[src/rtl/sr_pkg.sv]
// Shared constants for the SR command sequencer: command codes, FSM
// state encoding and small helpers on command codes.
package sr_pkg;

  // Command codes driven towards the SR flip-flop.
  localparam logic [1:0] SR_HOLD    = 2'b00;
  localparam logic [1:0] SR_CLR     = 2'b01;
  localparam logic [1:0] SR_SET     = 2'b10;
  localparam logic [1:0] SR_ILLEGAL = 2'b11;

  // Arbitration FSM state encoding.
  localparam logic [1:0] ST_IDLE  = 2'd0;
  localparam logic [1:0] ST_DRIVE = 2'd1;
  localparam logic [1:0] ST_GAP   = 2'd2;

  // Hold counter width; PULSE_LEN never exceeds 15.
  localparam int unsigned HOLD_W = 4;

  // True only for the two real commands; hold and the illegal code never count.
  function automatic logic sr_is_active(input logic [1:0] code);
    return (code != SR_HOLD) && (code != SR_ILLEGAL);
  endfunction

  // Flip-flop q after it samples the given command at a clock edge.
  function automatic logic sr_next_q(input logic q, input logic [1:0] code);
    logic nq;
    case (code)
      SR_SET:  nq = 1'b1;
      SR_CLR:  nq = 1'b0;
      default: nq = q;
    endcase
    return nq;
  endfunction

endpackage

[src/rtl/sr_debounce.sv]
// One request channel: 2-flop synchroniser, stability counter that accepts
// a level change only after DEBOUNCE_CYCLES stable cycles, and rising-edge
// detection on the debounced level.
module sr_debounce
  import sr_pkg::*;
#(
  parameter int unsigned DEBOUNCE_CYCLES = 4,
  parameter int unsigned CNT_W           = 8
) (
  input  logic clk,
  input  logic rst,
  input  logic i_raw,
  output logic o_evt
);

  localparam logic [CNT_W-1:0] CNT_ZERO = {CNT_W{1'b0}};
  localparam logic [CNT_W-1:0] CNT_ONE  = CNT_W'(1);
  localparam logic [CNT_W-1:0] CNT_LAST = CNT_W'(DEBOUNCE_CYCLES - 1);

  logic             r_s1;
  logic             r_s2;
  logic             r_deb;
  logic             r_deb_q;
  logic [CNT_W-1:0] r_cnt;

  // Two-stage synchroniser for the asynchronous raw request.
  always_ff @(posedge clk or negedge rst) begin
    if (!rst) begin
      r_s1 <= 1'b0;
      r_s2 <= 1'b0;
    end else begin
      r_s1 <= i_raw;
      r_s2 <= r_s1;
    end
  end

  // Accept a new level only once the synchronised input has differed for DEBOUNCE_CYCLES cycles.
  always_ff @(posedge clk or negedge rst) begin
    if (!rst) begin
      r_deb <= 1'b0;
      r_cnt <= CNT_ZERO;
    end else if (r_s2 == r_deb) begin
      r_cnt <= CNT_ZERO;
    end else if (r_cnt == CNT_LAST) begin
      r_deb <= r_s2;
      r_cnt <= CNT_ZERO;
    end else begin
      r_cnt <= r_cnt + CNT_ONE;
    end
  end

  // Delayed copy of the debounced level for rising-edge detection.
  always_ff @(posedge clk or negedge rst) begin
    if (!rst) begin
      r_deb_q <= 1'b0;
    end else begin
      r_deb_q <= r_deb;
    end
  end

  // One-cycle event on each debounced rising edge; falling edges are ignored.
  assign o_evt = r_deb & ~r_deb_q;

endmodule

[src/rtl/sr_cmd_sequencer.sv]
// Conditions raw set/clear requests into clean SR commands. Each channel is
// debounced and edge-detected, then an arbitration FSM emits one command at
// a time (never 2'b11) with a guaranteed hold cycle between commands. Events
// that arrive while busy are kept in one-deep pending bits. A shadow of the
// downstream flip-flop's q is maintained alongside.
module sr_cmd_sequencer
  import sr_pkg::*;
#(
  parameter int unsigned DEBOUNCE_CYCLES = 4,
  parameter int unsigned PULSE_LEN       = 1,
  parameter int unsigned CNT_W           = 8
) (
  input  logic       clk,
  input  logic       rst,
  input  logic       set_in,
  input  logic       clr_in,
  output logic [1:0] sr,
  output logic       cmd_valid,
  output logic       conflict,
  output logic       overrun,
  output logic       q_shadow
);

  localparam logic [HOLD_W-1:0] HOLD_ZERO = {HOLD_W{1'b0}};
  localparam logic [HOLD_W-1:0] HOLD_ONE  = HOLD_W'(1);
  localparam logic [HOLD_W-1:0] HOLD_LAST = HOLD_W'(PULSE_LEN);

  logic              w_set_evt;
  logic              w_clr_evt;
  logic              w_req_set;
  logic              w_req_clr;
  logic              w_busy;

  logic [1:0]        r_state;
  logic [HOLD_W-1:0] r_hold;
  logic              r_pend_set;
  logic              r_pend_clr;
  logic [1:0]        r_sr;
  logic              r_cmd_valid;
  logic              r_conflict;
  logic              r_overrun;
  logic              r_q;

  logic [1:0]        w_state_nxt;
  logic [HOLD_W-1:0] w_hold_nxt;
  logic              w_pend_set_nxt;
  logic              w_pend_clr_nxt;
  logic [1:0]        w_sr_nxt;
  logic              w_conflict_nxt;
  logic              w_overrun_nxt;

  sr_debounce #(
    .DEBOUNCE_CYCLES (DEBOUNCE_CYCLES),
    .CNT_W           (CNT_W)
  ) u_deb_set (
    .clk   (clk),
    .rst   (rst),
    .i_raw (set_in),
    .o_evt (w_set_evt)
  );

  sr_debounce #(
    .DEBOUNCE_CYCLES (DEBOUNCE_CYCLES),
    .CNT_W           (CNT_W)
  ) u_deb_clr (
    .clk   (clk),
    .rst   (rst),
    .i_raw (clr_in),
    .o_evt (w_clr_evt)
  );

  assign w_req_set = w_set_evt | r_pend_set;
  assign w_req_clr = w_clr_evt | r_pend_clr;
  assign w_busy    = (r_state == ST_DRIVE) || (r_state == ST_GAP);

  // Arbitration: next state, next command, pending bookkeeping and status pulses.
  always_comb begin
    w_state_nxt    = r_state;
    w_hold_nxt     = r_hold;
    w_pend_set_nxt = r_pend_set;
    w_pend_clr_nxt = r_pend_clr;
    w_sr_nxt       = r_sr;
    w_conflict_nxt = 1'b0;
    w_overrun_nxt  = 1'b0;

    case (r_state)
      ST_IDLE: begin
        w_hold_nxt = HOLD_ZERO;
        if (w_req_set && w_req_clr) begin
          // Simultaneous opposite requests cancel each other.
          w_conflict_nxt = 1'b1;
          w_pend_set_nxt = 1'b0;
          w_pend_clr_nxt = 1'b0;
          w_sr_nxt       = SR_HOLD;
        end else if (w_req_set) begin
          w_sr_nxt       = SR_SET;
          w_state_nxt    = ST_DRIVE;
          w_pend_set_nxt = 1'b0;
          w_hold_nxt     = HOLD_ONE;
        end else if (w_req_clr) begin
          w_sr_nxt       = SR_CLR;
          w_state_nxt    = ST_DRIVE;
          w_pend_clr_nxt = 1'b0;
          w_hold_nxt     = HOLD_ONE;
        end else begin
          w_sr_nxt       = SR_HOLD;
        end
      end
      ST_DRIVE: begin
        if (r_hold >= HOLD_LAST) begin
          w_sr_nxt    = SR_HOLD;
          w_state_nxt = ST_GAP;
          w_hold_nxt  = HOLD_ZERO;
        end else begin
          w_hold_nxt  = r_hold + HOLD_ONE;
        end
      end
      ST_GAP: begin
        // Single enforced hold cycle before the next command.
        w_sr_nxt    = SR_HOLD;
        w_state_nxt = ST_IDLE;
        w_hold_nxt  = HOLD_ZERO;
      end
      default: begin
        w_sr_nxt    = SR_HOLD;
        w_state_nxt = ST_IDLE;
        w_hold_nxt  = HOLD_ZERO;
      end
    endcase

    // While a command is in flight, remember one event per kind; a second one is dropped.
    if (w_busy) begin
      if (w_set_evt) begin
        if (r_pend_set) begin
          w_overrun_nxt  = 1'b1;
        end else begin
          w_pend_set_nxt = 1'b1;
        end
      end else begin
        w_pend_set_nxt = r_pend_set;
      end
      if (w_clr_evt) begin
        if (r_pend_clr) begin
          w_overrun_nxt  = 1'b1;
        end else begin
          w_pend_clr_nxt = 1'b1;
        end
      end else begin
        w_pend_clr_nxt = r_pend_clr;
      end
    end else begin
      w_overrun_nxt = 1'b0;
    end
  end

  // FSM state, hold counter and pending bits.
  always_ff @(posedge clk or negedge rst) begin
    if (!rst) begin
      r_state    <= ST_IDLE;
      r_hold     <= HOLD_ZERO;
      r_pend_set <= 1'b0;
      r_pend_clr <= 1'b0;
    end else begin
      r_state    <= w_state_nxt;
      r_hold     <= w_hold_nxt;
      r_pend_set <= w_pend_set_nxt;
      r_pend_clr <= w_pend_clr_nxt;
    end
  end

  // Registered command outputs and one-cycle status pulses.
  always_ff @(posedge clk or negedge rst) begin
    if (!rst) begin
      r_sr        <= SR_HOLD;
      r_cmd_valid <= 1'b0;
      r_conflict  <= 1'b0;
      r_overrun   <= 1'b0;
    end else begin
      r_sr        <= w_sr_nxt;
      r_cmd_valid <= sr_is_active(w_sr_nxt);
      r_conflict  <= w_conflict_nxt;
      r_overrun   <= w_overrun_nxt;
    end
  end

  // Shadow q follows the command the flip-flop samples at this same edge.
  always_ff @(posedge clk or negedge rst) begin
    if (!rst) begin
      r_q <= 1'b0;
    end else begin
      r_q <= sr_next_q(r_q, r_sr);
    end
  end

  assign sr        = r_sr;
  assign cmd_valid = r_cmd_valid;
  assign conflict  = r_conflict;
  assign overrun   = r_overrun;
  assign q_shadow  = r_q;

endmodule
[config.mk]
export PLATFORM = sky130hd
export DESIGN_NAME = sr_cmd_sequencer
export DESIGN_NICKNAME = d
export VERILOG_FILES = /design/src/rtl/sr_pkg.sv /design/src/rtl/sr_debounce.sv /design/src/rtl/sr_cmd_sequencer.sv
export SDC_FILE = /design/constraint.sdc
export NUM_CORES = 1
export LEC_CHECK = 0
export ABC_CLOCK_PERIOD_IN_PS = 1800
export BUFFER_PORTS_ARGS = -buffer_cell sky130_fd_sc_hd__buf_2
export CORE_MARGIN = 2
export CORE_UTILIZATION = 53
export DETAILED_ROUTE_END_ITERATION = 7
export GPL_ROUTABILITY_DRIVEN = 0
export HOLD_SLACK_MARGIN = 0.02
export PLACE_DENSITY = 0.85
export SYNTH_ARGS = -nofsm -noshare
export SYNTH_HDL_FRONTEND = slang
export SYNTH_SLANG_ARGS = --single-unit
[constraint.sdc]
create_clock -name clk -period 1.8 [get_ports clk]
set_input_delay 0.18 -clock clk [delete_from_list [all_inputs] [get_ports clk]]
set_output_delay 0.18 -clock clk [all_outputs]
set_load 0.1 [all_outputs]
Word-level counts from Yosys, hierarchy flattened
Index checks and enable logic that the tools add are counted.
{"block": "op_classes", "n_addsub": 3, "mul": 0, "div_mod_pow": 0, "n_lt_le_gt_ge": 1, "n_eq_ne": 14, "shift": 0, "mux": 40, "n_bitwise": 8, "reduce_logical": 9}
{"cell": "2-to-1 mux 8 bit", "count": 4}
{"cell": "2-to-1 mux 1 bit", "count": 24}
{"cell": "adder 8 x 1 -> 8 bit (second input constant)", "count": 2}
{"cell": "equality test 8 x 2 -> 1 bit (second input constant)", "count": 2}
{"cell": "2-to-1 mux 2 bit", "count": 7}
{"cell": "inequality test 2 bit (second input constant)", "count": 4}
{"cell": "case mux 2 bit (2 select lines)", "count": 2}
{"cell": "case mux 4 bit (2 select lines)", "count": 1}
{"cell": "adder 4 x 1 -> 4 bit (second input constant)", "count": 1}
{"cell": "equality test 2 x 1 -> 1 bit (second input constant)", "count": 2}
{"cell": "equality test 2 bit (second input constant)", "count": 2}
{"cell": "greater-or-equal comparator 4 x 1 -> 1 bit (second input constant)", "count": 1}
{"cell": "2-to-1 mux 4 bit", "count": 1}
{"cell": "NOT 1 bit", "count": 4}
{"cell": "AND reduction 2 bit", "count": 2}
{"cell": "nonzero test 2 bit", "count": 2}
{"cell": "inequality test 3 bit (second input constant)", "count": 1}
{"cell": "AND reduction 3 bit", "count": 1}
{"cell": "AND 1 bit", "count": 2}
{"cell": "equality test 1 bit", "count": 2}
{"cell": "logical AND 1 bit", "count": 2}
{"cell": "zero test 2 bit", "count": 1}
{"cell": "inequality test 2 x 1 -> 1 bit (second input constant)", "count": 1}
{"cell": "OR 1 bit", "count": 2}
{"cell": "2 further kinds", "count": 2}
{"block": "totals", "regBits": 38, "latchBits": 0, "mem_bits_rw": 0, "mem_bits_ro": 0, "inputBits": 4, "elab_cells": 94, "n_memories": 0}

Logic depth before layout (Yosys ltp)
{"block": "depth", "ltp_word": 10, "ltp_mapped": 7, "depth_no_buf": 7}

Cells and area by module
Synthesis repeated with hierarchy kept, for this count alone.
{"block": "hier_totals", "hier_cells": 159, "hier_area_um2": 1820.5}
{"mod": "sr_debounce", "n_inst": 2, "cells_each": 46, "area_each_um2": 524.3}
{"mod": "sr_cmd_sequencer", "n_inst": 1, "cells_each": 67, "area_each_um2": 772.0}

Worst setup path before layout
OpenSTA, ideal clock, no wires.
{"block": "synth_path", "path_kind": "register to register", "from": "register u_deb_clr.r_deb", "to": "register r_state[1]", "setup_time_ns": 0.125, "t_arrival_ns": 1.663, "setup_slack_ns": 0.012, "stages_incl_launch_ff": 7, "n_path_buf": 0, "path_cell_list": "dfrtp_1 -> nor2b_1 -> or2_2 -> ha_1 -> o21a_1 -> a21oi_1 -> mux2_2"}
{"block": "synth_via", "elab_chain_cells": 5, "elab_cells_between_ends": 6, "cone_classes": "eq/ne (2); bitwise (2); reduce/logical (2)"}
{"element": "start: declaration", "line_no": "sr_debounce.sv:22", "source": "logic r_deb;"}
{"element": "start signal: assignment", "line_no": "sr_debounce.sv:45", "source": "r_deb <= r_s2;"}
{"element": "AND 1 bit (*)", "line_no": "sr_debounce.sv:62", "source": "assign o_evt = r_deb & ~r_deb_q;"}
{"element": "OR 1 bit (*)", "line_no": "sr_cmd_sequencer.sv:73", "source": "assign w_req_clr = w_clr_evt | r_pend_clr;"}
{"element": "logical AND 1 bit", "line_no": "sr_cmd_sequencer.sv:89", "source": "if (w_req_set && w_req_clr) begin"}
{"element": "inequality test 2 bit (no source line)"}
{"element": "AND reduction 3 bit (no source line) (*)"}
{"element": "end signal: assignment", "line_no": "sr_cmd_sequencer.sv:164", "source": "r_state <= w_state_nxt;"}
{"element": "end: declaration", "line_no": "sr_cmd_sequencer.sv:34", "source": "logic [1:0] r_state;"}
Mark *: on every way between the ends. The rest lies on a longest branch, timed or not.
A chain may end at the register's enable or synchronous reset.

Worst setup path in the final report
{"block": "layout_path", "from": "register r_hold[0]", "to": "register r_cmd_valid (netlist: cmd_valid)"}
{"block": "layout_via", "elab_chain_cells": 5, "elab_cells_between_ends": 6, "cone_classes": "order compare (1); eq/ne (1); mux (2); reduce/logical (2)"}
{"element": "start: declaration", "line_no": "sr_cmd_sequencer.sv:35", "source": "logic [HOLD_W-1:0] r_hold;"}
{"element": "start signal: assignment", "line_no": "sr_cmd_sequencer.sv:165", "source": "r_hold <= w_hold_nxt;"}
{"element": "greater-or-equal comparator 4 x 1 -> 1 bit (*)", "line_no": "sr_cmd_sequencer.sv:110", "source": "if (r_hold >= HOLD_LAST) begin"}
{"element": "2-to-1 mux 2 bit (*)", "line_no": "sr_cmd_sequencer.sv:110"}
{"element": "case mux 2 bit (2 select lines) (*)", "line_no": "sr_cmd_sequencer.sv:86", "source": "case (r_state)"}
{"element": "inequality test 2 bit / nonzero test 2 bit (equally long branches)", "line_no": "sr_pkg.sv:21", "source": "return (code != SR_HOLD) && (code != SR_ILLEGAL);"}
{"element": "logical AND 1 bit (*)", "line_no": "sr_pkg.sv:21"}
{"element": "end signal: assignment", "line_no": "sr_cmd_sequencer.sv:180", "source": "r_cmd_valid <= sr_is_active(w_sr_nxt);"}
{"element": "end: declaration", "line_no": "sr_cmd_sequencer.sv:39", "source": "logic r_cmd_valid;"}
Marked as above.

==> impl_metrics.env <==
export IMPL_status="complete, no violations"
export IMPL_crit_buf_inv=0
export IMPL_clock_root_buffer="clkbuf_4"
export IMPL_syn_nets=176
export IMPL_cpPeakStageDelay_ns=0.49
export IMPL_highest_layer="met4"
export IMPL_setup_worst_path_start_class="register"
export IMPL_cts_tree="done"
export IMPL_ir_worst_vdd_mv=0.8751
export IMPL_grt_pass1_wl_mm=5.209
export IMPL_endpoint_kind="register"
export IMPL_die_x_um=62
export IMPL_yosysWarnings=0
export IMPL_post_cts_setup_buffer_count=0
export IMPL_wl_met2_mm=1.550
export IMPL_crit_end="cmd_valid$_DFF_PN0_"
export IMPL_grt_overflow_total=0
export IMPL_holdCritPathClass="register to register"
export IMPL_p_seq_share_pct=34.5
export IMPL_r2r_start="r_hold[0]$_DFF_PN0_"
export IMPL_synth_cells=159
export IMPL_max_freq_mhz=581.4
export IMPL_critPathTopFamily="simple AND/OR/NAND/NOR gates"
export IMPL_cts_inserted_buffers=5
export IMPL_p_int_mw=2.126
export IMPL_cts_num_sinks=38
export IMPL_clock_latency_ns=0.35
export IMPL_critPathKind="register to register"
export IMPL_vias=1234
export IMPL_route_detailed_drc=0
export IMPL_cp_arrival_ns=1.96
export IMPL_syn_to_final_growth_pct=16.35
export IMPL_setup_worst_path_start="r_hold[0]$_DFF_PN0_"
export IMPL_clk_pin_slew_ns=0.11
export IMPL_fin_area_sq_um=2074
export IMPL_setup_violations=0
export IMPL_synth_area_per_cell_sq_um=11.21
export IMPL_cap_violations=0
export IMPL_path_cells="ha_1, nor4b_4, a311oi_1, a211o_1"
export IMPL_power_switching_share_pct=40.19
export IMPL_die_h_um=62
export IMPL_crit_required_ns=2.04
export IMPL_fin_skew_ns=0.007044
export IMPL_switchingPower_mw=1.429
export IMPL_path_depth=4
export IMPL_dr_wl_met3_um=141
export IMPL_slew_violations=0
export IMPL_grt_max_degree=39
export IMPL_hold_ws_ns=0.3617
export IMPL_p_total_mw=3.555
export IMPL_io_buffers=9
export IMPL_finalCritPeriodShare_pct=95.55
export IMPL_initial_core_util_pct=54.29
export IMPL_max_slew_worst_pin_slew_ns=0.8026
export IMPL_antenna_found_initial=0
export IMPL_place_detailed_hpwl_mm=2.116
export IMPL_synth_seq_cells=38
export IMPL_antenna_cells=0
export IMPL_post_route_min_period_ns=1.720
export IMPL_fp_dieArea_sq_um=3844
export IMPL_power_density_nw_per_um2=1714
export IMPL_place_area_sq_um=1919
export IMPL_worst_path_max_fanout=7
export IMPL_regToRegEndpoint="cmd_valid$_DFF_PN0_"
export IMPL_drive_gt1_share_pct=18.58
export IMPL_synthesis_area_sq_um=1783
export IMPL_ctsLongestPathBuffers=2
export IMPL_drt_met1_wl_mm=1.365
export IMPL_ant_nets=0
export IMPL_p_comb_share_pct=44.4
export IMPL_final_nets=199
export IMPL_hold_viol=0
export IMPL_slowest_stage="nor4b_4"
export IMPL_cellLeakagePower_nw=0.9771
export IMPL_r2r_slack_ns=0.08
export IMPL_core_sq_um=3284
export IMPL_slew_headroom_pct=46.49
export IMPL_reg2reg_depth=4
export IMPL_ys_types=38
export IMPL_synth_seq_area_share_pct=53.33
export IMPL_core_rowCount=21
export IMPL_ios=10
export IMPL_p_clk_share_pct=21.1
export IMPL_htreeDepth=2
export IMPL_grt_pass1_vias=1221
export IMPL_grt_total_usage_pct=19.34
export IMPL_routed_wirelength_mm=3.123
export IMPL_first_pass_iters=4
export IMPL_drtIter0Drc=64
export IMPL_avgViaCountPerCell=5.389
export IMPL_post_drt_wl_per_cell_um=13.64
==> state kept, by name, summed over array words and instances (netlist names), 2 cells and up <==
register and count:
u_deb_set.r_cnt 8, sr 2, u_deb_clr.r_cnt 8, r_state 2
r_hold 4
==> power by group through the flow <==
stage / combinational, mW / sequential (mW) / clock, mW
4_1_cts: 1.53 / 1.22 / 0.762
2_1_floorplan: 0.795 / 1.59 / 0
3_5_place_dp: 1.51 / 1.24 / 0
5_1_grt: 1.74 / 1.26 / 0.811
6_report: 1.58 / 1.22 / 0.750
3_3_place_gp: 1.45 / 1.22 / 0
==> timing repair <==
item / in CTS / in global routing
setup endpoints to repair: 0 / 2
gates resized for setup: 0 / 6
hold buffers: 3 / 0
hold endpoints to repair: 40 / 0
==> placed cells by master, fill, tap and decap left out, drive strengths merged, types with 6 or more instances in the layout <==
cell,n
dfrtp,38
buf,14
ha,13
inv,12
nor2,11
nand3,8
o21ai,8
xor2,7
nand2,7
a21oi,6
clkbuf,6
==> area by class of cell <==
type	count	area (sq um)
fillers	249	1210
flip-flops and latches	38	950.9
multi-input cells	108	797.0
repair buffers	17	112.6
clock inverters	2	60.06
well taps	46	57.56
clock buffers	6	51.30
inverters	12	45.04
==> logic make-up (layout without fill, tap and decap cells) <==
logic type,Yosys count,after routing,synth area share [%]
XOR/XNOR,12,12,5.895
flip-flops,38,38,53.33
buffers and inverters,13,37,2.736
adder cells (fa/ha/maj),13,13,9.123
multiplexers,2,2,1.263
other,1,1,0.2103
AO/OA/AOI/OAI,30,30,11.44
AND/OR/NAND/NOR,50,50,16.00
==> cell usage after synthesis <==
library cell,number,area [sq um]
nor2_1,11,41.29
conb_1,1,3.750
or2_2,2,12.51
and2_1,2,12.51
a211oi_1,1,7.510
a21o_1,1,7.510
inv_1,12,45.04
a311oi_1,2,17.52
o21bai_1,1,7.510
o21ai_2,1,8.760
o21ai_0,7,35.03
nor4_1,1,6.260
a22o_1,5,43.79
nor4b_1,1,8.760
a21oi_1,6,30.03
nand4_1,2,12.51
nand3b_1,1,7.510
o31ai_1,1,7.510
dfrtp_1,38,950.9
a22oi_1,1,7.510
nor2b_1,3,18.77
or4_4,1,11.26
a211o_1,1,8.760
o22a_1,1,8.760
xnor2_1,5,43.79
mux2_2,2,22.52
o21a_1,1,7.510
nand3_1,8,40.04
ha_1,13,162.7
or3b_2,1,8.760
nand2_1,7,26.28
a31oi_1,1,6.260
xor2_1,7,61.31
or3_1,5,31.28
clkbuf_1,1,3.750
and3_1,3,18.77
nor4b_4,1,23.77
nor3_1,1,5.000
==> through the flow <==
step	utilization [%]	worst slack, ns	std cells	TNS [ns]
3_5_place_dp	58.44	0.03757	218	0
5_1_grt	63.16	-0.003798	229	-0.005819
6_report	63.16	0.08002	229	0
4_1_cts	62.74	0.02174	229	0
3_3_place_gp	58.44	0.06057	218	0
2_1_floorplan	-	0.01231	159	0
==> how the worst min path moves through the flow <==
stage	from	endpoint	slack, ns	depth (start not counted)
after floorplan	rst	cmd_valid$_DFF_PN0_	-0.12	0
after global placement	set_in	u_deb_set.r_s1$_DFF_PN0_	0.29	1
after detailed placement	clr_in	u_deb_clr.r_s1$_DFF_PN0_	0.29	1
after CTS	u_deb_set.r_s1$_DFF_PN0_	u_deb_set.r_s2$_DFF_PN0_	0.36	0
after global routing	u_deb_set.r_s1$_DFF_PN0_	u_deb_set.r_s2$_DFF_PN0_	0.37	0
final	u_deb_set.r_s1$_DFF_PN0_	u_deb_set.r_s2$_DFF_PN0_	0.36	0
==> routing by layer <==
metal	vias up	GRT usage [%]
li1	600	-
met1	598	23.45
met2	27	31.10
met3	9	7.453
met4	0	7.599
met5	-	0
==> worst reg2reg max path, delay by kind of cell (launching register included) <==
family                   cells  cell delay, ns
AND/OR/NAND/NOR              1            0.49
flip-flops                   1            0.42
adder cells (fa/ha/maj)      1            0.24
AO/OA/AOI/OAI                2            0.46
Power figures use the tool's default switching activity.
